--- src/rtl/qc_ldpc_pkg.sv ---
// Shared definitions for the QC-LDPC encoder scheduler: default code geometry
// and the scheduler state encoding.
package qc_ldpc_pkg;

  localparam int Z_DEF  = 15;
  localparam int NB_DEF = 3;

  typedef enum logic [2:0] {
    ST_IDLE  = 3'd0,
    ST_CLR   = 3'd1,
    ST_LOAD  = 3'd2,
    ST_SHIFT = 3'd3,
    ST_OUT   = 3'd4
  } state_t;

endpackage

--- src/rtl/qc_ldpc_mod_counter.sv ---
// Modulo-MOD counter with synchronous clear (priority) and increment; wrap
// flags the terminal count so the owner can chain counters.
module qc_ldpc_mod_counter #(
  parameter int MOD = 15,
  parameter int W   = 4
) (
  input  logic         clk,
  input  logic         reset,
  input  logic         clr,
  input  logic         inc,
  output logic [W-1:0] cnt,
  output logic         wrap
);

  logic [W-1:0] cnt_r;

  // count register: clear beats increment, terminal count rolls to zero
  always_ff @(posedge clk or posedge reset) begin
    if (reset) begin
      cnt_r <= '0;
    end else if (clr) begin
      cnt_r <= '0;
    end else if (inc) begin
      if (cnt_r == W'(MOD - 1)) begin
        cnt_r <= '0;
      end else begin
        cnt_r <= cnt_r + W'(1);
      end
    end else begin
      cnt_r <= cnt_r;
    end
  end

  assign cnt  = cnt_r;
  assign wrap = (cnt_r == W'(MOD - 1));

endmodule

--- src/rtl/qc_ldpc_enc_scheduler.sv ---
// Control scheduler for a QC-LDPC parity encoder: sequences clear, per-block
// load and Z-cycle shift/accumulate phases, then hands parity downstream.
module qc_ldpc_enc_scheduler
  import qc_ldpc_pkg::*;
#(
  parameter int Z  = Z_DEF,
  parameter int NB = NB_DEF,
  localparam int CW = $clog2(Z),
  localparam int BW = $clog2(NB)
) (
  input  logic          clk,
  input  logic          reset,
  input  logic          start,
  input  logic          abort,
  input  logic          msg_valid,
  output logic          msg_ready,
  output logic          par_valid,
  input  logic          par_ready,
  output logic          clr_acc,
  output logic          load_sr,
  output logic          shift_en,
  output logic          acc_en,
  output logic [BW-1:0] blk_idx,
  output logic [CW-1:0] shift_cnt,
  output logic          busy,
  output logic          done
);

  state_t state_r;
  state_t state_s;
  logic   done_r;
  logic   shift_wrap_s;
  logic   blk_wrap_s;
  logic   shift_clr_s;
  logic   shift_inc_s;
  logic   blk_inc_s;

  // counters are held at zero outside a codeword so CLR always starts clean
  assign shift_clr_s = (state_r == ST_IDLE) || (state_r == ST_CLR) || abort;
  assign shift_inc_s = (state_r == ST_SHIFT);
  assign blk_inc_s   = (state_r == ST_SHIFT) && shift_wrap_s && !blk_wrap_s;

  qc_ldpc_mod_counter #(.MOD(Z), .W(CW)) u_shift_cnt (
    .clk   (clk),
    .reset (reset),
    .clr   (shift_clr_s),
    .inc   (shift_inc_s),
    .cnt   (shift_cnt),
    .wrap  (shift_wrap_s)
  );

  qc_ldpc_mod_counter #(.MOD(NB), .W(BW)) u_blk_cnt (
    .clk   (clk),
    .reset (reset),
    .clr   (shift_clr_s),
    .inc   (blk_inc_s),
    .cnt   (blk_idx),
    .wrap  (blk_wrap_s)
  );

  // state register
  always_ff @(posedge clk or posedge reset) begin
    if (reset) begin
      state_r <= ST_IDLE;
    end else begin
      state_r <= state_s;
    end
  end

  // next-state logic; abort overrides every other transition
  always_comb begin
    state_s = state_r;
    if (abort && (state_r != ST_IDLE)) begin
      state_s = ST_IDLE;
    end else begin
      case (state_r)
        ST_IDLE: begin
          if (start) begin
            state_s = ST_CLR;
          end else begin
            state_s = ST_IDLE;
          end
        end
        ST_CLR: state_s = ST_LOAD;
        ST_LOAD: begin
          if (msg_valid) begin
            state_s = ST_SHIFT;
          end else begin
            state_s = ST_LOAD;
          end
        end
        ST_SHIFT: begin
          if (shift_wrap_s && blk_wrap_s) begin
            state_s = ST_OUT;
          end else if (shift_wrap_s) begin
            state_s = ST_LOAD;
          end else begin
            state_s = ST_SHIFT;
          end
        end
        ST_OUT: begin
          if (par_ready) begin
            state_s = ST_IDLE;
          end else begin
            state_s = ST_OUT;
          end
        end
        default: state_s = ST_IDLE;
      endcase
    end
  end

  // done fires the cycle after parity is taken, never on an aborted codeword
  always_ff @(posedge clk or posedge reset) begin
    if (reset) begin
      done_r <= 1'b0;
    end else begin
      done_r <= (state_r == ST_OUT) && par_ready && !abort;
    end
  end

  assign msg_ready = (state_r == ST_LOAD);
  assign load_sr   = msg_ready && msg_valid;
  assign clr_acc   = (state_r == ST_CLR);
  assign shift_en  = (state_r == ST_SHIFT);
  assign acc_en    = (state_r == ST_SHIFT);
  assign par_valid = (state_r == ST_OUT);
  assign busy      = (state_r != ST_IDLE);
  assign done      = done_r;

endmodule
--- config.mk ---
export PLATFORM = sky130hd
export DESIGN_NAME = qc_ldpc_enc_scheduler
export DESIGN_NICKNAME = d
export VERILOG_FILES = /design/src/rtl/qc_ldpc_pkg.sv /design/src/rtl/qc_ldpc_mod_counter.sv /design/src/rtl/qc_ldpc_enc_scheduler.sv
export SDC_FILE = /design/constraint.sdc
export NUM_CORES = 1
export LEC_CHECK = 0
export ABC_AREA = 1
export CAP_MARGIN = 20
export CORE_MARGIN = 3
export CORE_UTILIZATION = 45
export DETAILED_ROUTE_END_ITERATION = 10
export PLACE_DENSITY_LB_ADDON = 0.2
export SYNTH_ARGS = -nofsm -noshare
export SYNTH_HDL_FRONTEND = slang
export SYNTH_SLANG_ARGS = --single-unit
--- constraint.sdc ---
create_clock -name clk -period 2.91 [get_ports clk]
set_input_delay 0.582 -clock clk [delete_from_list [all_inputs] [get_ports clk]]
set_output_delay 0.582 -clock clk [all_outputs]
set_load 0.02 [all_outputs]
==> results.sh, run 1 <==
export IMPL_setup_tns_ns=0
export IMPL_viasPerCell=4.92
export IMPL_die_h_um=42.7
export IMPL_syn_nets=91
export IMPL_finalSetupViolations=0
export IMPL_clk_pin_slew_worst_paths_ns=0.07
export IMPL_mostFrequentLayoutCells="nand2_1, clkdlybuf4s50_1, inv_1"
export IMPL_relSlewSlack=0.751
export IMPL_drive_gt1_frac=0.105
export IMPL_fp_row_count=12
export IMPL_insertion_delay_ns=0.27
export IMPL_rsz0062_at_grt="false"
export IMPL_diodes=0
export IMPL_final_common_cell="nand2_1"
export IMPL_nets=114
export IMPL_cp_required_ns=2.33
export IMPL_syn_cell_area_um2=607
export IMPL_cts_root_buf="clkbuf_4"
export IMPL_cp_end_kind="primary output"
export IMPL_postSynthAreaPerCell_um2=7.31
export IMPL_grt_max_degree=11
export IMPL_synth_yosys_seq_area_share=0.412
export IMPL_num_fill_cells=106
export IMPL_fmax_ghz=0.420
export IMPL_ant_nets=0
export IMPL_crit_chain="inv_1 -> nand2_1 -> nor2_1 -> nand2_1 -> inv_1 -> clkdlybuf4s50_1"
export IMPL_ys_types=20
export IMPL_cts_tree="done"
export IMPL_critPathKind="reg2out"
export IMPL_syn_inst=83
export IMPL_pre_cts_slack_ns=0.565
export IMPL_cts_path_max_buffers=2
export IMPL_grt_pass1_wl_mm=2.15
export IMPL_gr_total_overflow=0
export IMPL_period_share=0.819
export IMPL_routabilityCongestion=0.800
export IMPL_seqCellArea_um2=250
export IMPL_path_max_fanout=6
export IMPL_cts_resized=0
export IMPL_h_tree_depth=1
export IMPL_die_w_um=42.7
export IMPL_antenna_found_initial=0
export IMPL_post_cts_repair_setup_buffers=0
export IMPL_numCtsBuffers=3
export IMPL_multi_input_area_um2=289
export IMPL_netlist_top_cells_area="dfrtp_1, nand2_1, inv_1"
export IMPL_layout_min_cycle_time_ns=2.38
export IMPL_grt_usage=0.159
export IMPL_grt_pass1_vias=518
export IMPL_drv_cap=0
export IMPL_start_util=0.512
export IMPL_min_path_type="reg2reg"
export IMPL_worst_slew_pin_slew_ns=0.373
export IMPL_die_area_mm2=0.00183
export IMPL_synth_top_area_frac=0.412
export IMPL_dpl_hpwl_mm=1.04
export IMPL_finalHoldViolations=0
export IMPL_p_leak_uw=0.000425
export IMPL_finalClockSkew_ns=0.00980
export IMPL_vias=586
export IMPL_syn2layout_area_growth_pct=39.0
export IMPL_routed_wl_mm=1.35
export IMPL_firstDrtPassIters=4
export IMPL_cts_hold_buf=0
export IMPL_cp_start_kind="flip-flop"
export IMPL_status="completed"
export IMPL_avgRoutedWirePerCell_um=11.3
export IMPL_power_density_mw_per_mm2=580
export IMPL_post_route_drc_count=0
export IMPL_synth_ff_latch_count=10
export IMPL_portBuffers=19
export IMPL_cts_sinks=10
export IMPL_yosysWarnings=0
export IMPL_critical_path_max_stage_delay_ns=0.59
export IMPL_core_area_mm2=0.00119
export IMPL_drtIter0Drc=16
export IMPL_yosys_area_top_type="dfrtp_1"
export IMPL_ios=20
export IMPL_setup_slack_ns=0.526
export IMPL_irDropWorstVdd_v=0.000470
export IMPL_worst_path_max_delay_cell="clkdlybuf4s50_1"
export IMPL_worstPathArrival_ns=1.80
export IMPL_drv_slew=0
export IMPL_p_total_uw=489
registers in the layout, indices dropped and copies added, names as in the netlist:
| name | count |
|---|---|
| state_r | 3 |
| done | 1 |
| u_blk_cnt.cnt | 2 |
| u_shift_cnt.cnt | 4 |
final cells by class:
cell class	count	share of cell area
Tap cell	14	0.0208
Multi-Input combinational cell	56	0.343
Clock buffer	4	0.0430
Inverter	16	0.0712
Sequential cell	10	0.297
Timing Repair Buffer	19	0.226
report_power, final:
group          internal (µW)  leakage, µW  total, µW  switching [µW]
combinational           81.1     0.000267        193             112
clock                   76.0    0.0000210        126            50.3
sequential               151     0.000137        170            19.2
worst max-delay path, delay by kind of cell, from the launching register on:
| family | cells | cell delay (ns) |
|---|---|---|
| buffers and inverters | 3 | 0.82 |
| flip-flops | 1 | 0.42 |
| AND/OR/NAND/NOR | 3 | 0.29 |
cells in the mapped netlist:
library cell	n
ha_1	2
nor3_1	1
buf_4	1
o21ai_2	1
o21ai_1	1
nand3_2	2
a31oi_1	1
nand2_1	25
a21boi_1	1
nand2_2	1
nand4_1	3
nor2_4	1
nor2_2	1
inv_2	1
nor2_1	8
inv_1	15
dfrtp_1	10
nand3_1	6
xor2_1	1
nor4_1	1
worst paths after layout:
path	from	end	slack (ns)	cells after the start
max	state_r[2]	load_sr	0.53	6
min	state_r[0]	state_r[1]	0.54	1
max reg2reg	u_shift_cnt.cnt[0]	u_blk_cnt.cnt[0]	1.50	7
min reg2reg	state_r[0]	state_r[1]	0.54	1
max in group asynchronous	reset	state_r[2]	2.06	2
min in group asynchronous	reset	u_shift_cnt.cnt[3]	0.57	2
through the flow:
step / util / std cells / cell area [µm²] / hold slack (ns)
after floorplan: - / 83 / 607 / 0.422
after global placement: 0.680 / 115 / 807 / 0.533
after detailed placement: 0.680 / 115 / 807 / 0.553
after CTS: 0.711 / 119 / 843 / 0.556
after global routing: 0.711 / 119 / 843 / 0.595
final: 0.711 / 119 / 843 / 0.545
cell families after synthesis:
| logic type | after synthesis | share of synthesized area |
|---|---|---|
| fa+ha+maj | 2 | 0.0412 |
| compound gates | 4 | 0.0454 |
| buf+inv | 17 | 0.111 |
| flops | 10 | 0.412 |
| simple gates | 49 | 0.375 |
| xor+xnor | 1 | 0.0144 |
metal layers:
layer  vias to the layer above  part of all wire  global-route usage
li1                        302                 -                   -
met1                       265              0.42               0.182
met2                        16              0.51               0.254
met3                         3             0.068              0.0847
met4                         0            0.0074              0.0435
met5                         -                 0                   0
Note: power is estimated with default switching activity, not from simulation.
==> run 2: changes to the inputs <==
Settings changed: CORE_UTILIZATION 45 to 43.
Clock period 2.91 ns to 2.2 ns, I/O delays scaled along.
==> results.sh, run 2 (synthesis results as in run 1) <==
export IMPL_grt_util_met2=0.244
export IMPL_cts_tree="done"
export IMPL_power_density_mw_per_mm2=751
export IMPL_crit_family="buffers and inverters"
export IMPL_num_fill_cells=99
export IMPL_drtIter0Drc=8
export IMPL_drive_gt1_frac=0.105
export IMPL_finalClockSkew_ns=0.00322
export IMPL_relSlewSlack=0.753
export IMPL_drv_cap=0
export IMPL_viasPerCell=4.82
export IMPL_min_path_type="in2async"
export IMPL_worstPathArrival_ns=1.58
export IMPL_cts_path_max_buffers=2
export IMPL_multi_input_area_um2=289
export IMPL_seqCellArea_um2=250
export IMPL_ios=20
export IMPL_setup_tns_ns=0
export IMPL_worst_hold_slack_ns=0.430
export IMPL_antenna_found_initial=0
export IMPL_insertion_delay_ns=0.27
export IMPL_die_h_um=43.6
export IMPL_h_tree_depth=1
export IMPL_crit_chain="nor3_1 -> clkdlybuf4s50_1"
export IMPL_cp_required_ns=1.76
export IMPL_grt_pass1_vias=525
export IMPL_dpl_hpwl_mm=1.03
export IMPL_start_util=0.499
export IMPL_cp_end_kind="primary output"
export IMPL_finalHoldViolations=0
export IMPL_drv_slew=0
export IMPL_fmax_ghz=0.496
export IMPL_die_w_um=43.6
export IMPL_gr_total_overflow=0
export IMPL_die_area_mm2=0.00190
export IMPL_grt_usage=0.159
export IMPL_grt_max_degree=11
export IMPL_status="completed"
export IMPL_routed_wl_mm=1.30
export IMPL_avgRoutedWirePerCell_um=10.9
export IMPL_met1_usage=0.193
export IMPL_cts_root_buf="clkbuf_4"
export IMPL_p_leak_uw=0.000485
export IMPL_period_share=0.916
export IMPL_largest_register_ffs=4
export IMPL_finalSetupViolations=0
export IMPL_post_route_drc_count=0
export IMPL_worst_path_max_delay_cell="clkdlybuf4s50_1"
export IMPL_path_max_fanout=7
export IMPL_syn2layout_area_growth_pct=39.8
export IMPL_irDropWorstVdd_v=0.000771
export IMPL_gr_max_usage_layer="met2"
export IMPL_ant_nets=0
export IMPL_critical_path_max_stage_delay_ns=0.63
export IMPL_path_buf_inv=1
export IMPL_rrSetupSlack_ns=0.81
export IMPL_portBuffers=19
export IMPL_numCtsBuffers=3
export IMPL_rsz0062_at_grt="false"
export IMPL_mostFrequentLayoutCells="nand2_1, inv_1, clkdlybuf4s50_1"
export IMPL_cts_hold_buf=0
export IMPL_diodes=0
export IMPL_routabilityCongestion=0.774
export IMPL_core_area_mm2=0.00122
export IMPL_clk_pin_slew_worst_paths_ns=0.07
export IMPL_cts_resized=2
export IMPL_cts_sinks=10
export IMPL_nets=114
export IMPL_worst_slew_pin_slew_ns=0.370
export IMPL_firstDrtPassIters=5
export IMPL_use_met3=0.0747
export IMPL_cp_start_kind="flip-flop"
export IMPL_ff2ff_path_depth=7
export IMPL_critPathKind="reg2out"
export IMPL_layout_min_cycle_time_ns=2.02
export IMPL_final_common_cell="nand2_1"
export IMPL_p_total_uw=637
export IMPL_post_cts_repair_setup_buffers=0
export IMPL_grt_pass1_wl_mm=2.21
export IMPL_vias=573
export IMPL_path_depth=2
export IMPL_fp_row_count=12
==> run 2: cell types whose count changed in the layout (fill, tap and decap cells not counted), sizes merged <==
cell,change
clkdlybuf4s50,-5
dlygate4sd2,+2
dlymetal6s2s,+3
==> run 2: path summary, 6_finish.rpt <==
check	end	from
setup / recovery	clr_acc	state_r[1]
hold / removal	u_blk_cnt.cnt[0]	reset
setup reg to reg	u_blk_cnt.cnt[0]	u_shift_cnt.cnt[0]
hold reg to reg	u_shift_cnt.cnt[0]	u_shift_cnt.cnt[0]
max in group asynchronous	state_r[0]	reset
min in group clk	u_shift_cnt.cnt[0]	u_shift_cnt.cnt[0]
==> run 2: worst reg2reg max path, cell delays in order, from the launching register on <==
cell and delay, ns:
dfrtp_1 0.44, inv_1 0.09, ha_1 0.16, nand3_2 0.14, nor2_1 0.22, nand2_1 0.11
nand3_1 0.08, nand2_1 0.05
==> run 2: metal layers <==
metal / vias to the layer above / wire (µm)
met3: 3 / 77
met1: 255 / 573
met2: 14 / 632
li1: 301 / -
met5: - / 0
met4: 0 / 16
==> run 2: cell type report <==
type,count,share of cell area
multi-input combinational,56,0.341
timing repair buffer,19,0.230
inverter,16,0.0708
clock buffer,4,0.0428
sequential,10,0.295
tap,14,0.0206
==> run 2: power by group <==
| group | switching [µW] | total (µW) | internal [µW] | leakage [µW] |
|---|---|---|---|---|
| Combinational | 142 | 245 | 102 | 0.000327 |
| Clock | 66.4 | 167 | 101 | 0.0000210 |
| Sequential | 26.3 | 226 | 199 | 0.000137 |
| Total | 235 | 637 | 402 | 0.000485 |
==> run 2: through the flow <==
stage	cells	cell area, µm²	utilization	setup WS, ns
finish	119	848	0.698	0.185
global route	119	848	0.698	0.107
CTS	119	841	0.691	0.0761
detailed placement	115	807	0.664	0.160
global placement	115	807	0.664	0.167
floorplan	83	607	-	0.572
